`config.mk`:
```
export PLATFORM = sky130hd
export DESIGN_NAME = be_rr_arbiter
export DESIGN_NICKNAME = d
export VERILOG_FILES = /design/src/rtl/be_rr_arbiter.sv
export SDC_FILE = /design/constraint.sdc
export NUM_CORES = 1
export LEC_CHECK = 0
export ABC_AREA = 1
export BUFFER_PORTS_ARGS = -buffer_cell sky130_fd_sc_hd__buf_2
export CORE_AREA = 10 10 565 567
export DETAILED_ROUTE_END_ITERATION = 16
export DIE_AREA = 0 0 575 577
export GPL_ROUTABILITY_DRIVEN = 0
export GPL_TIMING_DRIVEN = 0
export HOLD_SLACK_MARGIN = 0.02
export PLACE_DENSITY_LB_ADDON = 0.05
export REMOVE_ABC_BUFFERS = 1
export SLEW_MARGIN = 20
export SYNTH_ARGS = -nofsm -noshare
export SYNTH_HDL_FRONTEND = slang
export SYNTH_SLANG_ARGS = --single-unit
```
`constraint.sdc`:
```
create_clock -name clk -period 1.63 [get_ports clk]
set_input_delay 0.0815 -clock clk [delete_from_list [all_inputs] [get_ports clk]]
set_output_delay 0.0815 -clock clk [all_outputs]
set_load 0.02 [all_outputs]
```
`src/rtl/be_rr_arbiter.sv`:
```
// be_rr_arbiter
// Round-robin arbiter merging N back-end masters onto the single L2 front-end
// port. A grant is registered and held for the whole transaction, with an
// IDLE state always visited between grants. The hold input blocks new grants
// (e.g. while an L2 force-invalidate is pending) but never aborts one in flight.

module be_rr_arbiter #(
   parameter int N_MASTERS = 2,
   parameter int ADDR_W    = 30,
   parameter int DATA_W    = 256
) (
   input  logic                            clk,
   input  logic                            rst,
   input  logic [N_MASTERS-1:0]            m_valid,
   input  logic [N_MASTERS*ADDR_W-1:0]     m_addr,
   input  logic [N_MASTERS*DATA_W-1:0]     m_wdata,
   input  logic [N_MASTERS*(DATA_W/8)-1:0] m_wstrb,
   output logic [DATA_W-1:0]               m_rdata,
   output logic [N_MASTERS-1:0]            m_ready,
   output logic                            s_valid,
   output logic [ADDR_W-1:0]               s_addr,
   output logic [DATA_W-1:0]               s_wdata,
   output logic [DATA_W/8-1:0]             s_wstrb,
   input  logic [DATA_W-1:0]               s_rdata,
   input  logic                            s_ready,
   input  logic                            hold,
   output logic                            busy
);

   localparam int STRB_W = DATA_W / 8;
   localparam int SEL_W  = (N_MASTERS > 1) ? $clog2(N_MASTERS) : 1;

   typedef enum logic {
      IDLE,
      GRANT
   } state_t;

   state_t             state_q, state_d;
   logic [SEL_W-1:0]   sel_q, sel_d;
   logic [SEL_W-1:0]   last_q, last_d;

   logic               sel_valid;
   logic [ADDR_W-1:0]  sel_addr;
   logic [DATA_W-1:0]  sel_wdata;
   logic [STRB_W-1:0]  sel_wstrb;

   logic               pick_found;
   logic [SEL_W-1:0]   pick_idx;
   int                 cand;

   // Route the currently selected master's request fields to a single set of wires
   always_comb begin
      sel_valid = 1'b0;
      sel_addr  = '0;
      sel_wdata = '0;
      sel_wstrb = '0;
      for (int i = 0; i < N_MASTERS; i++) begin
         if (sel_q == SEL_W'(i)) begin
            sel_valid = m_valid[i];
            sel_addr  = m_addr[i*ADDR_W +: ADDR_W];
            sel_wdata = m_wdata[i*DATA_W +: DATA_W];
            sel_wstrb = m_wstrb[i*STRB_W +: STRB_W];
         end
      end
   end

   // Find the first requester after the last completed master, wrapping around
   always_comb begin
      pick_found = 1'b0;
      pick_idx   = last_q;
      cand       = 0;
      for (int off = 1; off <= N_MASTERS; off++) begin
         cand = int'(last_q) + off;
         if (cand >= N_MASTERS) begin
            cand = cand - N_MASTERS;
         end
         if (!pick_found && m_valid[cand[SEL_W-1:0]]) begin
            pick_found = 1'b1;
            pick_idx   = cand[SEL_W-1:0];
         end
      end
   end

   // Next-state and output decode; slave-side outputs are zero outside GRANT
   always_comb begin
      state_d = state_q;
      sel_d   = sel_q;
      last_d  = last_q;
      busy    = 1'b0;
      s_valid = 1'b0;
      s_addr  = '0;
      s_wdata = '0;
      s_wstrb = '0;
      m_ready = '0;
      m_rdata = '0;
      case (state_q)
         IDLE: begin
            if (!hold && pick_found) begin
               sel_d   = pick_idx;
               state_d = GRANT;
            end
         end
         GRANT: begin
            busy    = 1'b1;
            s_valid = sel_valid;
            s_addr  = sel_addr;
            s_wdata = sel_wdata;
            s_wstrb = sel_wstrb;
            if (!sel_valid) begin
               state_d = IDLE;
            end else if (s_ready) begin
               m_ready = {{(N_MASTERS-1){1'b0}}, 1'b1} << sel_q;
               m_rdata = s_rdata;
               last_d  = sel_q;
               state_d = IDLE;
            end
         end
         default: begin
            state_d = IDLE;
         end
      endcase
   end

   // State registers; last resets to the top index so master 0 goes first
   always_ff @(posedge clk or posedge rst) begin
      if (rst) begin
         state_q <= IDLE;
         sel_q   <= '0;
         last_q  <= SEL_W'(N_MASTERS - 1);
      end else begin
         state_q <= state_d;
         sel_q   <= sel_d;
         last_q  <= last_d;
      end
   end

endmodule

```
==> results.sh, run 1 <==
export IMPL_wl_per_cell_um=27.5
export IMPL_die_h_um=577
export IMPL_layout_drive_gt1_share_pct=65.6
export IMPL_cp_required_ps=1550
export IMPL_setup_ws_ps=-658
export IMPL_report_final_slew_viol_count=0
export IMPL_die_w_um=575
export IMPL_finalPower_mw=21.9
export IMPL_yosysWarnings=0
export IMPL_critical_path_slowest_cell="dfrtp_4"
export IMPL_finalCritPeriodShare_pct=140
export IMPL_r2r_end="sel_q"
export IMPL_power_leakage_nw=12.3
export IMPL_ys_ff_latch=3
export IMPL_cts_max_level=1
export IMPL_rows=204
export IMPL_grt_pass1_wl_um=234000
export IMPL_ir_drop_uv=435
export IMPL_cp_depth=8
export IMPL_routed_wl_um=201000
export IMPL_clock_fmax_mhz=437
export IMPL_cap_violations=0
export IMPL_vias=17300
export IMPL_rr_worst_depth=7
export IMPL_syn_inst=1636
export IMPL_root_buffer="clkbuf_16"
export IMPL_drc=0
export IMPL_p_per_area_nw_per_um2=865
export IMPL_cts_sinks=3
export IMPL_status="finished with violations"
export IMPL_fp_dieArea_um2=332000
export IMPL_worst_path_max_fanout=28
export IMPL_worst_skew_pair_late_latency_ps=220
export IMPL_violations="negative setup slack"
export IMPL_setup_viol_count_final=574
export IMPL_grt_max_degree=48
export IMPL_core_area_um2=308000
export IMPL_relSlewSlack_pct=64.1
export IMPL_final_cells=7303
export IMPL_reg2reg_setup_slack_ps=120
export IMPL_syn_area_per_cell_um2=4.58
export IMPL_worst_setup_path_end_kind="output pin"
export IMPL_crit_end="s_wdata[29]"
export IMPL_crit_type="flip-flop to output pin"
export IMPL_syn_to_final_growth_pct=238
export IMPL_cp_data_arrival_time_ps=2210
export IMPL_final_nets=4056
export IMPL_grt_overflow=0
export IMPL_cts_buffers=3
export IMPL_crit_buf_inv=6
export IMPL_cp_start_kind="flip-flop"
export IMPL_start_util_pct=2.44
export IMPL_cts_tree="built"
export IMPL_path_cells="buf_12, clkinv_16, buf_16, clkbuf_16, buf_4, nor2_4, nor2_1, buf_4"
export IMPL_clockBufferDepth=2
export IMPL_dr_pass1_iters=4
export IMPL_grtUsageTotal_pct=10.9
export IMPL_cp_common_cell="buf_4"
export IMPL_cp_top_family="buffers and inverters"
export IMPL_antenna_found_initial=126
export IMPL_finalCriticalPeriod_ps=2290
export IMPL_placed_cells=7115
export IMPL_cp_startpoint="sel_q"
export IMPL_drt_iter0_markers=644
export IMPL_postRouteAntennaNets=0
export IMPL_via_per_inst=2.36
export IMPL_seq_area_frac_synth_pct=1.02
export IMPL_netlist_area_um2=7500
export IMPL_rsz0062_at_grt="yes"
export IMPL_hold_depth=4
export IMPL_port_buffers=1475
export IMPL_tightest_slew_ps=534
export IMPL_grt_pass1_vias=18200
export IMPL_max_stage_delay_ps=430
export IMPL_hold_viol=0
export IMPL_path_clk_slew_ps=30
export IMPL_io_pins=1476
export IMPL_finalClockSkew_ps=2.56
export IMPL_yosysUniqueCellTypes=19
export IMPL_reg2reg_from="state_q"
export IMPL_final_cell_mix="1240 x buf_2, 557 x nor2_1, 263 x inv_1"
export IMPL_mostFrequentLayoutCell="buf_2"
export IMPL_dp_hpwl_um=163000
export IMPL_hp_class="input port to flip-flop"
export IMPL_preCtsSetupSlack_ps=-2000
==> kinds of logic after synthesis <==
kind of cell	after synthesis	synth area share (%)
flops	3	1.02
simple gates	912	52.5
compound gates	321	21.4
buf+inv	400	25.0
==> sequential cells by signal (all words and copies together) (netlist names) <==
name,count
sel_q,1
last_q,1
state_q,1
==> cell type report <==
cell class	instances	area [µm²]
antenna	26	65.1
clock buffer	4	78.8
fill	36900	283000
inverter	265	1020
multi-input combinational	1234	7070
sequential	3	83.8
tap	4120	5150
timing repair buffer	1649	11800
timing repair inverter	2	17.5
==> worst min-delay path, cell delays in order <==
cell	delay [ps]
buf_2	110
inv_1	40
nand3_1	80
nand2_1	50
==> worst min path at each step <==
stage,startpoint,to
after floorplan,rst,sel_q
after global placement,rst,sel_q
after detailed placement,rst,state_q
after CTS,s_ready,state_q
after global routing,s_ready,state_q
final,s_ready,state_q
==> stage by stage <==
step	area [µm²]	hold slack, ps	TNS [ps]	util, %
floorplan	6620	-166	-4768580	-
global placement	19200	-30.4	-	6.22
detailed placement	19700	-33.9	-580250	6.39
CTS	23200	169	-298310	7.53
global route	25300	227	-277050	8.21
finish	25300	182	-232830	8.23
==> where the power goes <==
group	switching, mW	internal, mW	total [mW]
clock network	0.0646	0.323	0.387
registers	0.0345	0.118	0.153
logic	13.8	7.58	21.4
==> per-layer routing <==
| layer | share of wire (%) | global-route usage [%] | up-vias |
|---|---|---|---|
| met1 | 32 | 10.0 | 7897 |
| met3 | 8.7 | 4.26 | 243 |
| met2 | 56 | 22.1 | 1115 |
| met4 | 3.2 | 2.81 | 44 |
| met5 | 0.15 | 0 | - |
| li1 | - | - | 7965 |
==> synthesized netlist by cell type <==
cell type | n | area share [%]
o21ai_0 | 315 | 21
buf_8 | 20 | 4.0
nand2_2 | 2 | 0.17
nor2_2 | 200 | 17
buf_12 | 2 | 0.53
clkbuf_1 | 74 | 3.7
buf_6 | 6 | 0.90
o21ai_1 | 5 | 0.33
a21oi_1 | 1 | 0.067
inv_1 | 264 | 13
dfstp_2 | 1 | 0.35
dfrtp_1 | 2 | 0.67
nor2_1 | 697 | 35
buf_4 | 12 | 1.2
buf_2 | 21 | 1.4
nand2_4 | 1 | 0.15
nand3_1 | 1 | 0.067
nand2_1 | 11 | 0.55
inv_2 | 1 | 0.050
==> what timing repair did <==
item                                    CTS  global route
cloned                                   45            26
endpoints found under the setup margin  579           578
resized for setup                       540           466
pin swaps                                42            57
buffers inserted                         61            31
hold buffers                              1             0
hold endpoints to repair                  3             0
Power figures use the tool's default switching activity.
==> run 2, diff against run 1 <==
--- a/config.mk
+++ b/config.mk
@@ -9,4 +9,5 @@
 export BUFFER_PORTS_ARGS = -buffer_cell sky130_fd_sc_hd__buf_2
 export CORE_AREA = 10 10 565 567
+export CTS_CLUSTER_DIAMETER = 50
 export DETAILED_ROUTE_END_ITERATION = 16
 export DIE_AREA = 0 0 575 577
==> constraint.sdc (replaced) <==
create_clock -name clk -period 1.63 [get_ports clk]
set_input_delay 0.2445 -clock clk [delete_from_list [all_inputs] [get_ports clk]]
set_output_delay 0.2445 -clock clk [all_outputs]
set_load 0.01 [all_outputs]
==> run 2 against run 1 <==
  * The run still ends with negative setup slack left
  * Global-route usage is 0.13 points higher
  * First-iteration DRC count is 3.7% lower
  * Die area unchanged
  * Clock-buffer cell count stayed put
  * Largest power group unchanged
  * Highest routed layer unchanged
==> results.sh, run 2 (same netlist as run 1, synthesis figures left out) <==
export IMPL_die_h_um=577
export IMPL_min_from="s_ready"
export IMPL_finalCriticalPeriod_ps=2370
export IMPL_grt_max_degree=48
export IMPL_wl_per_cell_um=28.1
export IMPL_grtUsageTotal_pct=11.1
export IMPL_hp_class="input port to flip-flop"
export IMPL_power_leakage_nw=12.9
export IMPL_tightest_slew_ps=490
export IMPL_worst_skew_pair_late_latency_ps=220
export IMPL_reg_top3="last_q x1, sel_q x1, state_q x1"
export IMPL_preCtsSetupSlack_ps=-2130
export IMPL_worst_setup_path_end_kind="output pin"
export IMPL_cts_sinks=3
export IMPL_regArea_um2=83.8
export IMPL_relSlewSlack_pct=67.2
export IMPL_port_buffers=1475
export IMPL_routed_wl_um=207000
export IMPL_syn_to_final_growth_pct=260
export IMPL_cp_start_kind="flip-flop"
export IMPL_final_cell_mix="1236 x buf_2, 515 x nor2_1, 263 x inv_1"
export IMPL_worst_path_max_fanout=8
export IMPL_cp_required_ps=1390
export IMPL_reg2reg_setup_slack_ps=-10
export IMPL_cap_violations=0
export IMPL_p_per_area_nw_per_um2=854
export IMPL_finalClockSkew_ps=3.06
export IMPL_setup_ws_ps=-739
export IMPL_layout_drive_gt1_share_pct=67.9
export IMPL_rsz0062_at_grt="yes"
export IMPL_hold_depth=4
export IMPL_violations="negative setup slack"
export IMPL_start_util_pct=2.44
export IMPL_setup_viol_count_final=578
export IMPL_r2r_end="sel_q"
export IMPL_hold_path_end="state_q"
export IMPL_dr_pass1_iters=5
export IMPL_grt_overflow=0
export IMPL_grt_pass1_vias=18300
export IMPL_clock_fmax_mhz=422
export IMPL_finalCritPeriodShare_pct=145
export IMPL_status="finished with violations"
export IMPL_report_final_slew_viol_count=0
export IMPL_grt_pass1_wl_um=237000
export IMPL_postRouteAntennaNets=0
export IMPL_rr_worst_depth=8
export IMPL_core_area_um2=308000
export IMPL_fill_cells=36700
export IMPL_via_per_inst=2.39
export IMPL_final_cells=7361
export IMPL_hold_viol=0
export IMPL_root_buffer="clkbuf_16"
export IMPL_vias=17600
export IMPL_reg2reg_from="state_q"
export IMPL_finalPower_mw=23.1
export IMPL_path_clk_slew_ps=30
export IMPL_drt_iter0_markers=620
export IMPL_cts_tree="built"
export IMPL_io_pins=1476
export IMPL_clockBufferDepth=2
export IMPL_ir_drop_uv=370
export IMPL_placed_cells=7115
export IMPL_fp_dieArea_um2=332000
export IMPL_cts_buffers=3
export IMPL_rows=204
export IMPL_final_nets=4109
export IMPL_mostFrequentLayoutCell="buf_2"
export IMPL_cts_max_level=1
export IMPL_die_w_um=575
export IMPL_cp_data_arrival_time_ps=2120
export IMPL_antenna_found_initial=130
export IMPL_multiInputGateArea_um2=7490
export IMPL_crit_type="flip-flop to output pin"
export IMPL_dp_hpwl_um=163000
export IMPL_drc=0
==> run 2: cell type report <==
| cell class | instances | share of cell area [%] |
|---|---|---|
| Antenna cell | 31 | 0.287 |
| Clock buffer | 4 | 0.292 |
| Multi-Input combinational cell | 1234 | 27.7 |
| Inverter | 265 | 3.79 |
| Timing Repair inverter | 2 | 0.0649 |
| Sequential cell | 3 | 0.310 |
| Timing Repair Buffer | 1702 | 48.4 |
| Tap cell | 4120 | 19.1 |
==> run 2: metrics by stage <==
step	cell area [µm²]	hold slack, ps	setup TNS [ps]	util (%)
after floorplan	6620	-2.58	-4806780	-
after global placement	19200	133	-	6.22
after detailed placement	19700	129	-656490	6.39
after CTS	23700	332	-386590	7.69
after global routing	26900	390	-357150	8.75
final	27000	344	-314780	8.77
==> run 2: how the worst max path moves through the flow <==
stage | start | end | slack (ps) | cells past startpoint
final | state_q | s_wdata[93] | -740 | 10
after global routing | state_q | s_addr[10] | -790 | 9
after CTS | sel_q | s_wstrb[10] | -870 | 8
after detailed placement | sel_q | m_rdata[243] | -2130 | 8
after global placement | sel_q | m_rdata[243] | -34740 | 6
after floorplan | sel_q | m_rdata[0] | -9810 | 5
==> run 2: critical path: stages (launching register included) <==
cell and delay [ps]:
dfrtp_4 500, buf_16 160, buf_16 130, buf_16 150, buf_16 170, buf_12 140
buf_16 150, buf_4 150, o21ai_2 70, nor2_4 70, buf_6 120
==> run 2: timing repair <==
item                                    4_1_cts  5_1_grt
setup buffers                                58       58
gates resized for setup                     532      617
endpoints found under the setup margin      580      578
pin swaps                                    57       79
hold endpoints to repair                      2        0
hold buffers                                  1        0
gates cloned                                 59       44
==> run 2: report_power, final <==
group	switching, mW	internal, mW
registers	0.0353	0.119
clock network	0.0651	0.323
logic	13.4	9.09
==> run 2: per-layer routing <==
metal  vias to the layer above  track usage (%)  part of all wire, %
met3                       252             4.25                  8.8
met2                      1113             22.5                   57
li1                       8087                -                    -
met4                        44             2.74                  3.1
met5                         -                0                 0.14
met1                      8072             10.1                   32
